File: src/rtl/case_code_decoder.sv
// Case-code nibble decoder: unique/wildcard/default tables into a 2-entry result FIFO.
// Optional feature macro: CASE_DEC_ERR_COUNT_EN builds the 8-bit saturating illegal-word counter.
module case_code_decoder (
    input  logic       clock,
    input  logic       reset,
    input  logic       in_valid,
    output logic       in_ready,
    input  logic [3:0] in_code,
    input  logic [1:0] in_mode,
    output logic       out_valid,
    input  logic       out_ready,
    output logic [1:0] out_select,
    output logic       out_amb,
    output logic       out_err,
    output logic [7:0] err_count
);

    // Result word layout: {select[1:0], amb, err}
    function automatic logic [3:0] decode_f(input logic [1:0] mode, input logic [3:0] code);
        logic [3:0] r;
        r = 4'b0001;
        case (mode)
            2'd0: begin
                case (code)
                    4'ha:    r = 4'b0000;
                    4'h6:    r = 4'b0100;
                    4'h3:    r = 4'b1000;
                    4'h0:    r = 4'b1100;
                    default: r = 4'b0001;
                endcase
            end
            2'd1: begin
                case (code)
                    4'h3:    r = 4'b0000;
                    4'h0:    r = 4'b0100;
                    4'hd:    r = 4'b1010;
                    default: r = 4'b0001;
                endcase
            end
            2'd2: begin
                case (code)
                    4'h7:    r = 4'b0000;
                    4'h9:    r = 4'b0100;
                    4'h8:    r = 4'b1010;
                    default: r = 4'b0001;
                endcase
            end
            default: r = 4'b0001;
        endcase
        return r;
    endfunction

    logic [1:0][3:0] entry_q, entry_d;
    logic            wr_ptr_q, wr_ptr_d;
    logic            rd_ptr_q, rd_ptr_d;
    logic [1:0]      count_q, count_d;
    logic            push_s, pop_s;
    logic [3:0]      dec_s;
    logic [3:0]      head_s;

    // Handshake, decode and FIFO next-state
    always_comb begin
        in_ready  = (count_q != 2'd2) || out_ready;
        out_valid = (count_q != 2'd0);
        push_s    = in_valid && in_ready;
        pop_s     = out_valid && out_ready;
        dec_s     = decode_f(in_mode, in_code);
        entry_d   = entry_q;
        wr_ptr_d  = wr_ptr_q;
        rd_ptr_d  = rd_ptr_q;
        count_d   = count_q;
        if (push_s) begin
            entry_d[wr_ptr_q] = dec_s;
            wr_ptr_d          = ~wr_ptr_q;
        end else begin
            wr_ptr_d = wr_ptr_q;
        end
        if (pop_s) begin
            rd_ptr_d = ~rd_ptr_q;
        end else begin
            rd_ptr_d = rd_ptr_q;
        end
        // Simultaneous push and pop leaves the occupancy unchanged
        if (push_s && !pop_s) begin
            count_d = count_q + 2'd1;
        end else if (pop_s && !push_s) begin
            count_d = count_q - 2'd1;
        end else begin
            count_d = count_q;
        end
    end

    // FIFO state registers; reset discards buffered entries and any same-cycle accept
    always_ff @(posedge clock) begin
        if (reset) begin
            entry_q  <= '0;
            wr_ptr_q <= 1'b0;
            rd_ptr_q <= 1'b0;
            count_q  <= 2'd0;
        end else begin
            entry_q  <= entry_d;
            wr_ptr_q <= wr_ptr_d;
            rd_ptr_q <= rd_ptr_d;
            count_q  <= count_d;
        end
    end

    assign head_s     = entry_q[rd_ptr_q];
    assign out_select = head_s[3:2];
    assign out_amb    = head_s[1];
    assign out_err    = head_s[0];

`ifdef CASE_DEC_ERR_COUNT_EN
    logic [7:0] err_count_q, err_count_d;

    // Saturating count of accepted illegal words
    always_comb begin
        err_count_d = err_count_q;
        if (push_s && dec_s[0] && (err_count_q != 8'd255)) begin
            err_count_d = err_count_q + 8'd1;
        end else begin
            err_count_d = err_count_q;
        end
    end

    // Error counter register
    always_ff @(posedge clock) begin
        if (reset) begin
            err_count_q <= 8'd0;
        end else begin
            err_count_q <= err_count_d;
        end
    end

    assign err_count = err_count_q;
`else
    assign err_count = 8'd0;
`endif

endmodule

File: config.mk
export PLATFORM = sky130hd
export DESIGN_NAME = case_code_decoder
export DESIGN_NICKNAME = d
export VERILOG_FILES = /design/src/rtl/case_code_decoder.sv
export SDC_FILE = /design/constraint.sdc
export NUM_CORES = 1
export LEC_CHECK = 0
export ABC_AREA = 1
export ABC_CLOCK_PERIOD_IN_PS = 3950
export BUFFER_PORTS_ARGS = -buffer_cell sky130_fd_sc_hd__buf_2
export CORE_MARGIN = 5
export CORE_UTILIZATION = 45
export DETAILED_ROUTE_END_ITERATION = 6
export GPL_TIMING_DRIVEN = 0
export PLACE_DENSITY = 0.77
export SETUP_SLACK_MARGIN = 0.02
export SLEW_MARGIN = 15
export SYNTH_ARGS = -nofsm -noshare
export SYNTH_HDL_FRONTEND = slang
export SYNTH_SLANG_ARGS = --single-unit
File: constraint.sdc
create_clock -name clock -period 3.95 [get_ports clock]
set_input_delay 0 -clock clock [delete_from_list [all_inputs] [get_ports clock]]
set_output_delay 0 -clock clock [all_outputs]
set_load 0.005 [all_outputs]
# After elaboration in Yosys (flattened, before gate mapping)

Index checks and enable logic that the tools add are counted.

Output and inout bits: 14
Logic and storage cells: 45
Input bits: 10
Register bits after elaboration: 12

Reductions and logical operators: 12
Add/subtract/negate cells: 2
Mux-type cells: 11
$lt $le $gt $ge: 3
Bitwise logic cells: 2
Equal/unequal tests: 10

Operator list:

| cell                | number |
|---|---|
| $pmux 4 s3          | 3 |
| $eq 4x4->1 const B  | 4 |
| $pmux 4 s4          | 1 |
| $mux 4              | 3 |
| $bwmux 8            | 1 |
| $eq 4x3->1 const B  | 2 |
| $logic_and 1x1->1   | 5 |
| $demux 4 s1         | 1 |
| $eq 4x2->1 const B  | 1 |
| $logic_not 4->1     | 1 |
| $lt 1x2->1 const B  | 2 |
| $mux 2              | 2 |
| $reduce_bool 2->1   | 2 |
| $add 2x1->2 const B | 1 |
| $eq 2x1->1 const B  | 1 |
| $eq 2x2->1 const B  | 1 |
| $logic_not 1->1     | 2 |
| $logic_not 2->1     | 1 |
| $ne 2x2->1 const B  | 1 |
| $not 1->1           | 2 |
| $sub 2x1->2 const B | 1 |
| $ge 1x1->1 const B  | 1 |
| $logic_or 1x1->1    | 1 |

# Logic depth before layout (Yosys ltp)

Gate-level depths: netlist of the first run.

Word-level depth: 7
Depth in mapped cells: 10
Mapped depth without buffers: 10

# Worst setup path before layout of the first run

Ideal clock, no wire load.

Path kind: register -> register
Start point: register count_q[1]
End point: register count_q[1]
Data required time: 3.828 ns
Path buffers: 0
Stages on the path, launching flop included: 11
Data arrival time: 1.336 ns
Slack: 2.491 ns
Clock period less this slack: 1.459 ns
Setup time: 0.122 ns
Cells stage by stage: dfxtp_1 -> inv_2 -> nor2_2 -> nand2_2 -> nand2_4 -> inv_4 -> ha_1 -> a21oi_1 -> o21ai_0 -> o21ai_0 -> a21oi_1

Cells in the longest elaborated chain, start to end: 6
Elaborated cells between the ends (all ways): 14
Classes of those cells: add/sub (2); eq/ne (1); mux (2); reduce/logical (9)

Ends and longest elaborated chain:

| what                               | RTL line | source |
|---|---|---|
| start: declaration                 | 56       | `logic [1:0] count_q, count_d;` |
| start signal: assignment           | 104      | `count_q <= count_d;` |
| $ne 2x2->1 (*)                     | 63       | `in_ready = (count_q != 2'd2) \|\| out_ready;` |
| $logic_or 1x1->1 (*)               | 63       |  |
| via in_ready                       | 7        | `output logic in_ready,` |
| $logic_and 1x1->1 (*)              | 65       | `push_s = in_valid && in_ready;` |
| via push_s                         | 57       | `logic push_s, pop_s;` |
| $logic_not 1->1                    | 86       | `end else if (pop_s && !push_s) begin` |
| $logic_and 1x1->1                  | 86       |  |
| $reduce_bool 2->1 (no source line) | --       |  |

The timed path passes the listed nets; every way through them passes the cells marked *. The select of a mux whose other input is x is not followed.
A chain may end at the register's enable or synchronous reset.

# Worst setup path after layout of the first run

Start point: register count_q[1]
End point: register count_q[1]

Cells in the longest elaborated chain, start to end: 6
Elaborated cells between the ends (all ways): 14
Classes of those cells: add/sub (2); eq/ne (1); mux (2); reduce/logical (9)

Ends and longest elaborated chain:

| what                               | RTL line |
|---|---|
| $ne 2x2->1 (*)                     | 63 |
| $logic_or 1x1->1 (*)               | 63 |
| $logic_and 1x1->1 (*)              | 65 |
| via push_s                         | 57 |
| $logic_not 1->1                    | 86 |
| $logic_and 1x1->1                  | 86 |
| $reduce_bool 2->1 (no source line) | -- |

Marked as above.

==> results of run 1 <==
-- placed cells by master, fill, tap and decap left out, drive strengths merged --
master	synthesis	routed
a21oi	5	5
nor2	18	18
o21ai	14	14
nand4	4	4
buf	8	23
clkbuf	0	3
ha	1	1
inv	21	21
nand3	11	11
conb	1	8
dfxtp	12	12
nand2	28	28
-- metrics by stage --
step | hold WS [ns] | util
finish | 0.0288 | 0.565
global route | 0.0355 | 0.565
CTS | 0.0224 | 0.565
detailed placement | 0.310 | 0.552
global placement | 0.306 | 0.552
floorplan | 0.0972 | -
-- kinds of logic after synthesis --
family          count (synthesis)  share of synthesized area
simple gates                   61                      0.386
buf+inv                        29                      0.172
compound gates                 19                      0.130
flops                          12                      0.293
fa+ha+maj                       1                     0.0152
other cells                     1                    0.00457
-- flip-flops by register name, summed over array words and instances, names as in the netlist --
| name | count |
|---|---|
| wr_ptr_q | 1 |
| rd_ptr_q | 1 |
| count_q | 2 |
| entry_q | 8 |
-- critical path, delay by kind of cell, from the launching register on --
kind	cells	cell delay (ns)
AOI/OAI and AO/OA	4	0.42
DFF	1	0.33
adders and majority gates	1	0.31
buffers and inverters	2	0.10
and+or+nand+nor	3	0.25
-- power groups by stage --
stage | sequential, uW | clock (uW) | combinational, uW
6_report | 146 | 72.8 | 115
5_1_grt | 148 | 81.6 | 130
4_1_cts | 146 | 75.7 | 116
3_5_place_dp | 149 | 0 | 115
3_3_place_gp | 148 | 0 | 112
2_1_floorplan | 147 | 0 | 83.2
-- per-layer routing --
| metal | vias up | GRT usage | part of all wire |
|---|---|---|---|
| li1 | 427 | - | - |
| met1 | 341 | 0.135 | 0.45 |
| met2 | 20 | 0.207 | 0.48 |
| met3 | 2 | 0.0456 | 0.058 |
| met4 | 0 | 0.0383 | 0.0076 |
| met5 | - | 0 | 0 |
-- final cells by class --
class                   instances  area (um2)
multi-input cells              89         465
fillers                       200         751
repair buffers                 15        75.1
inverters                      21        81.3
plain buffers                   8        60.1
flip-flops and latches         12         240
well taps                      25        31.3
clock buffers                   3        22.5
-- worst min-delay path by stage --
stage | startpoint | end | slack, ns
after floorplan | out_ready | in_ready | 0.1
after global placement | reset | entry_q[0] | 0.31
after global routing | reset | entry_q[0] | 0.04
after CTS | reset | entry_q[0] | 0.02
after detailed placement | reset | entry_q[0] | 0.31
final | reset | entry_q[0] | 0.03
==> qor_table.md, run 1 <==
| Item | Value | Unit |
|---|---|---|
| Result of the run | finished clean | - |
| Length of the first detailed-routing pass in iterations | 4 | - |
| Die Height | 52.7 | um |
| Switching part of the total | 0.350 | - |
| Post-synthesis sequential element count | 12 | - |
| Number of flops mapped to enable cells by yosys | 0 | - |
| Final TNS setup | 0 | ns |
| Max Cap Viol | 0 | - |
| Clock latency of the later-clocked register in the worst-skew pair | 0.27 | ns |
| Area fraction of the dominant cell type after synthesis | 0.293 | - |
| Arrival time of the worst setup path | 1.70 | ns |
| Sequential Power Share | 0.436 | - |
| Total track usage | 0.120 | - |
| Source of the critical timing path | count_q[1] | - |
| Share of power burned in the clock network | 0.218 | - |
| Mean cell area of the mapped netlist | 6.67 | um2 |
| Startpoint types | register | - |
| Termination of the worst setup path | count_q[1] | - |
| Setup violators final | 0 | - |
| Growth of design area from synthesis to finish | 18.9 | % |
| Aggregate routed wire length | 1.57 | mm |
| Largest net degree at the start of global routing | 9 | - |
| Drt wl/cell | 9.10 | um |
| Post-DR vias/cell | 4.57 | - |
| Clock-pin slew reported for the worst setup and hold paths after clock tree synthesis | 0.07 | ns |
| RD Place Congestion | 0.779 | - |
| CP max stage delay | 0.33 | ns |
| Type of destination of the critical path | register | - |
| Cell at the slowest stage of the critical path | dfxtp_1 | - |
| Initial DRC Count | 9 | - |
| Number of global-route vias before repair | 659 | - |
| Post-CTS setup repair buffer count | 0 | - |
| Portion of total power attributed to combinational logic | 0.345 | - |
| Highest clock frequency the design can meet | 650 | MHz |
| Initial standard-cell utilization of the core | 0.475 | - |
| Cell type contributing the most total cell area after synthesis | dfxtp_1 | - |
| Leakage power figure | 0.000507 | uW |
| Count of hold buffers inserted by post-cts repair | 0 | - |
| Buffer levels on the longest clock path | 2 | - |
| Ys flop type | dfxtp_1 | - |
| Net Sw Power | 117 | uW |
| Post-layout instance area | 976 | um2 |
| Via count | 790 | - |
| Most frequent cells after synthesis | nand2_1, inv_1, nor2_1 | - |
| Number of cell rows | 15 | - |
| Worst Path Required | 4.11 | ns |
| Share of async-settable or async-resettable flops after synthesis | 0 | - |
| Most frequently used cell type in the post-synthesis netlist | nand2_1 | - |
| Die boundary width | 52.7 | um |
| Post-Syn Instances | 123 | - |
| P per Cell Area | 342 | nW/um2 |
| YS warnings | 0 | - |
| Setup Skew | 0.00316 | ns |
| Full die area | 2780 | um2 |
| Hold Fails Final Rpt | 0 | - |
| Critical path, cell by cell | inv_2, nor2_2, nand2_2, nand2_4, inv_4, ha_1, a21oi_1, o21ai_0, o21ai_0, a21oi_1 | - |
| Final non-filler cell total | 173 | - |
| DP Cell Count | 170 | - |
| Core Area | 1730 | um2 |
| Total number of H-tree levels | 1 | - |
| Hold Path Stages | 4 | - |
| Minimum setup slack among reg-to-reg paths | 2.41 | ns |
| FF-to-FF Start | count_q[1] | - |
| Setup Crit Path Kind | reg -> reg | - |
| Input/output buffers | 15 | - |
| Peak VDD IR | 0.218 | mV |
| Final worst path period share | 0.389 | - |
| Diodes inserted | 0 | - |
| # nets final | 161 | - |
| Dpl cell area | 953 | um2 |
| Number of cells upsized or downsized after cts | 0 | - |
| Top post-synthesis cells by area | dfxtp_1, nand2_1, buf_4 | - |
| Critical register-to-register path endpoint | count_q[1] | - |
| Final WS setup | 2.41 | ns |
| Share of final-layout standard cells stronger than drive strength 1 | 0.311 | - |
| Number of cells traversed by the worst register-to-register path | 10 | - |
| Overflow left after global routing | 0 | - |
| Count of pins over their slew limit | 0 | - |
| Register area share after synthesis | 0.293 | - |
| Wire length of the first global-routing pass | 2.51 | mm |
| Cell variety after synth | 21 | - |
| DRC Markers | 0 | - |
| Post-route minimum period | 1.54 | ns |
| Cell internal power dissipation | 217 | uW |
| ANT nets after route | 0 | - |
| I/O pins | 24 | - |
| Number of antenna violations at the first check in global routing | 0 | - |
| Cell at the root of the clock tree | clkbuf_4 | - |
| Placed wire-length estimate | 1.30 | mm |
| Number of CTS-inserted buffers | 3 | - |
| Clock tree from TritonCTS | built | - |
| Path class of the lowest-slack min-delay path | in -> reg | - |
| Crit path max fanout | 4 | - |
| Unrepaired setup endpoints after global routing | no | - |
| Place WS | 2.41 | ns |
| PnR Total Power | 334 | uW |
| Total number of clock tree sinks | 12 | - |
| Netlist Area Pre-Place | 821 | um2 |
Note: power is estimated with default switching activity, not from simulation.
==> inputs of run 2 (changes only) <==
--- a/config.mk
+++ b/config.mk
@@ -6,7 +6,7 @@
 export NUM_CORES = 1
 export LEC_CHECK = 0
 export ABC_AREA = 1
-export ABC_CLOCK_PERIOD_IN_PS = 3950
+export ABC_CLOCK_PERIOD_IN_PS = 1550
 export BUFFER_PORTS_ARGS = -buffer_cell sky130_fd_sc_hd__buf_2
 export CORE_MARGIN = 5
 export CORE_UTILIZATION = 45
==> constraint.sdc (replaced) <==
create_clock -name clock -period 1.55 [get_ports clock]
set_input_delay 0 -clock clock [delete_from_list [all_inputs] [get_ports clock]]
set_output_delay 0 -clock clock [all_outputs]
set_load 0.005 [all_outputs]
==> run 2 against run 1 <==
Effect of this change:
- via count grew 0.13%
- sequential cell count unchanged
- critical path type unchanged
- design area up 1.3%
- die area did not move
- sequential share of layout area is 0.31 points lower
- register-to-register slack worse by 2.3 ns
- first-iteration DRC count unchanged
==> qor_table.md, run 2 (same netlist as run 1, synthesis figures left out) <==
| Item | Value | Unit | Change |
|---|---|---|---|
| Result of the run | finished clean | - |  |
| Peak VDD IR | 0.563 | mV | +160% |
| Minimum setup slack among reg-to-reg paths | 0.08 | ns | -2.33 ns |
| FF-to-FF Start | count_q[1] | - |  |
| Type of destination of the critical path | register | - |  |
| Growth of design area from synthesis to finish | 20.4 | % |  |
| Most common cell after layout, fill and taps aside | nand2_1 | - |  |
| M2 GR Usage | 0.207 | - | unchanged |
| Share of final-layout standard cells stronger than drive strength 1 | 0.318 | - | +0.00676 |
| # nets final | 161 | - | unchanged |
| Hold Fails Final Rpt | 0 | - | unchanged |
| DRC Markers | 0 | - | unchanged |
| Full die area | 2780 | um2 | unchanged |
| Input/output buffers | 15 | - | unchanged |
| Busiest metal layer after global routing | met2 | - |  |
| Placed wire-length estimate | 1.30 | mm | unchanged |
| ANT nets after route | 0 | - | unchanged |
| Clock-pin slew reported for the worst setup and hold paths after clock tree synthesis | 0.08 | ns | about the same |
| Post-route minimum period | 1.47 | ns | -0.0676 ns |
| Setup Skew | 0.00660 | ns | +0.00344 ns |
| Via count | 791 | - | +0.13% |
| Final TNS setup | 0 | ns | unchanged |
| Number of cells traversed by the worst register-to-register path | 10 | - | unchanged |
| Source of the worst hold timing path | reset | - |  |
| Initial DRC Count | 9 | - | unchanged |
| Leakage power figure | 0.000508 | uW | about the same |
| Count of pins over their slew limit | 0 | - | unchanged |
| Final design utilization | 0.572 | - | +0.00725 |
| Total number of clock tree sinks | 12 | - | unchanged |
| Worst Hold Path EP | entry_q[0] | - |  |
| Wire length of the first global-routing pass | 2.51 | mm | unchanged |
| Startpoint types | register | - |  |
| Post-CTS setup repair buffer count | 0 | - | unchanged |
| Post-DR vias/cell | 4.57 | - | +0.13% |
| P per Cell Area | 888 | nW/um2 | +160% |
| Hold Path Stages | 4 | - | unchanged |
| PnR Total Power | 878 | uW | +160% |
| Setup Crit Path Kind | reg -> reg | - |  |
| Length of the first detailed-routing pass in iterations | 4 | - | unchanged |
| Buffer levels on the longest clock path | 2 | - | unchanged |
| Initial standard-cell utilization of the core | 0.475 | - | unchanged |
| Drt wl/cell | 9.39 | um | +3.2% |
| Met1 Usage GRT | 0.135 | - | unchanged |
| Die boundary width | 52.7 | um | unchanged |
| Total number of H-tree levels | 1 | - | unchanged |
| Worst Path Required | 1.71 | ns | -2.40 ns |
| I/O pins | 24 | - | unchanged |
| Total track usage | 0.120 | - | unchanged |
| Met3 usage | 0.0456 | - | unchanged |
| Most frequent cells in the layout | nand2_1, buf_2, inv_1, nor2_1, dfxtp_1 | - |  |
| Worst hold slack after final layout | 0.0222 | ns | -0.00656 ns |
| Aggregate routed wire length | 1.62 | mm | +3.2% |
| Arrival time of the worst setup path | 1.63 | ns | -0.07 ns |
| Final worst path period share | 0.948 | - | +0.559 |
| Most flop-heavy register | entry_q | - |  |
| Max Cap Viol | 0 | - | unchanged |
| Crit path max fanout | 4 | - | unchanged |
| Number of global-route vias before repair | 659 | - | unchanged |
| Number of antenna violations at the first check in global routing | 0 | - | unchanged |
| Die Height | 52.7 | um | unchanged |
| Count of hold buffers inserted by post-cts repair | 0 | - | unchanged |
| Largest net degree at the start of global routing | 9 | - | unchanged |
| Setup violators final | 0 | - | unchanged |
| Number of flip-flops in the largest register | 8 | - | unchanged |
| Number of cell rows | 15 | - | unchanged |
| Path class of the lowest-slack min-delay path | in -> reg | - |  |
| Clock latency of the later-clocked register in the worst-skew pair | 0.27 | ns | about the same |
| Core Area | 1730 | um2 | unchanged |
| Regs by FF count | entry_q x8, count_q x2 | - |  |
| Clock tree from TritonCTS | built | - |  |
| Number of CTS-inserted buffers | 3 | - | unchanged |
| Diodes inserted | 0 | - | unchanged |
| Critical register-to-register path endpoint | count_q[1] | - |  |
| Cell at the root of the clock tree | clkbuf_4 | - |  |
| Overflow left after global routing | 0 | - | unchanged |
| Highest clock frequency the design can meet | 680 | MHz | +4.6% |
| RD Place Congestion | 0.779 | - | unchanged |
## run 2: cell counts in the layout (fill, tap and decap cells not counted)
Identical to the previous run, type by type.
## run 2: worst max-delay path: stages (launching register included)
cell,delay (ns)
dfxtp_1,0.33
inv_2,0.06
nor2_2,0.08
nand2_2,0.07
nand2_4,0.10
inv_4,0.06
ha_4,0.23
a21oi_1,0.10
o21ai_1,0.10
o21ai_1,0.15
a21oi_1,0.06
## run 2: cell type report
| type | instances | area (um2) |
|---|---|---|
| buffer | 8 | 60.1 |
| clock buffer | 3 | 22.5 |
| fill | 196 | 738 |
| inverter | 21 | 81.3 |
| multi-input combinational | 89 | 478 |
| sequential | 12 | 240 |
| tap | 25 | 31.3 |
| timing repair buffer | 15 | 75.1 |
## run 2: metrics by stage
step,cells,setup slack [ns],area [um2]
floorplan,130,0.0915,847
global placement,170,0.0388,953
detailed placement,170,0.0113,953
CTS,173,0.0525,976
global route,173,-0.0315,988
finish,173,0.0803,988
## run 2: worst max path at each step
| stage | from | endpoint | cells past startpoint |
|---|---|---|---|
| 2_1_floorplan | count_q[1] | count_q[1] | 10 |
| 3_3_place_gp | count_q[1] | count_q[1] | 10 |
| 3_5_place_dp | count_q[1] | count_q[1] | 10 |
| 4_1_cts | count_q[1] | count_q[1] | 10 |
| 5_1_grt | count_q[1] | count_q[1] | 10 |
| 6_report | count_q[1] | count_q[1] | 10 |
## run 2: repair_timing
action                                  4_1_cts  5_1_grt
endpoints found under the setup margin        1        1
gates resized for setup                       2        1
pin swaps                                     0        0
## run 2: report_power, final
| part | internal [uW] | total, uW | switching, uW |
|---|---|---|---|
| clock | 89.9 | 192 | 102 |
| sequential | 348 | 371 | 23.6 |
| combinational | 125 | 315 | 190 |
## run 2: routing by layer
layer | part of all wire | vias to the layer above
met1 | 0.44 | 342
met3 | 0.057 | 2
met5 | 0 | -
met4 | 0.0062 | 0
met2 | 0.50 | 20
li1 | - | 427
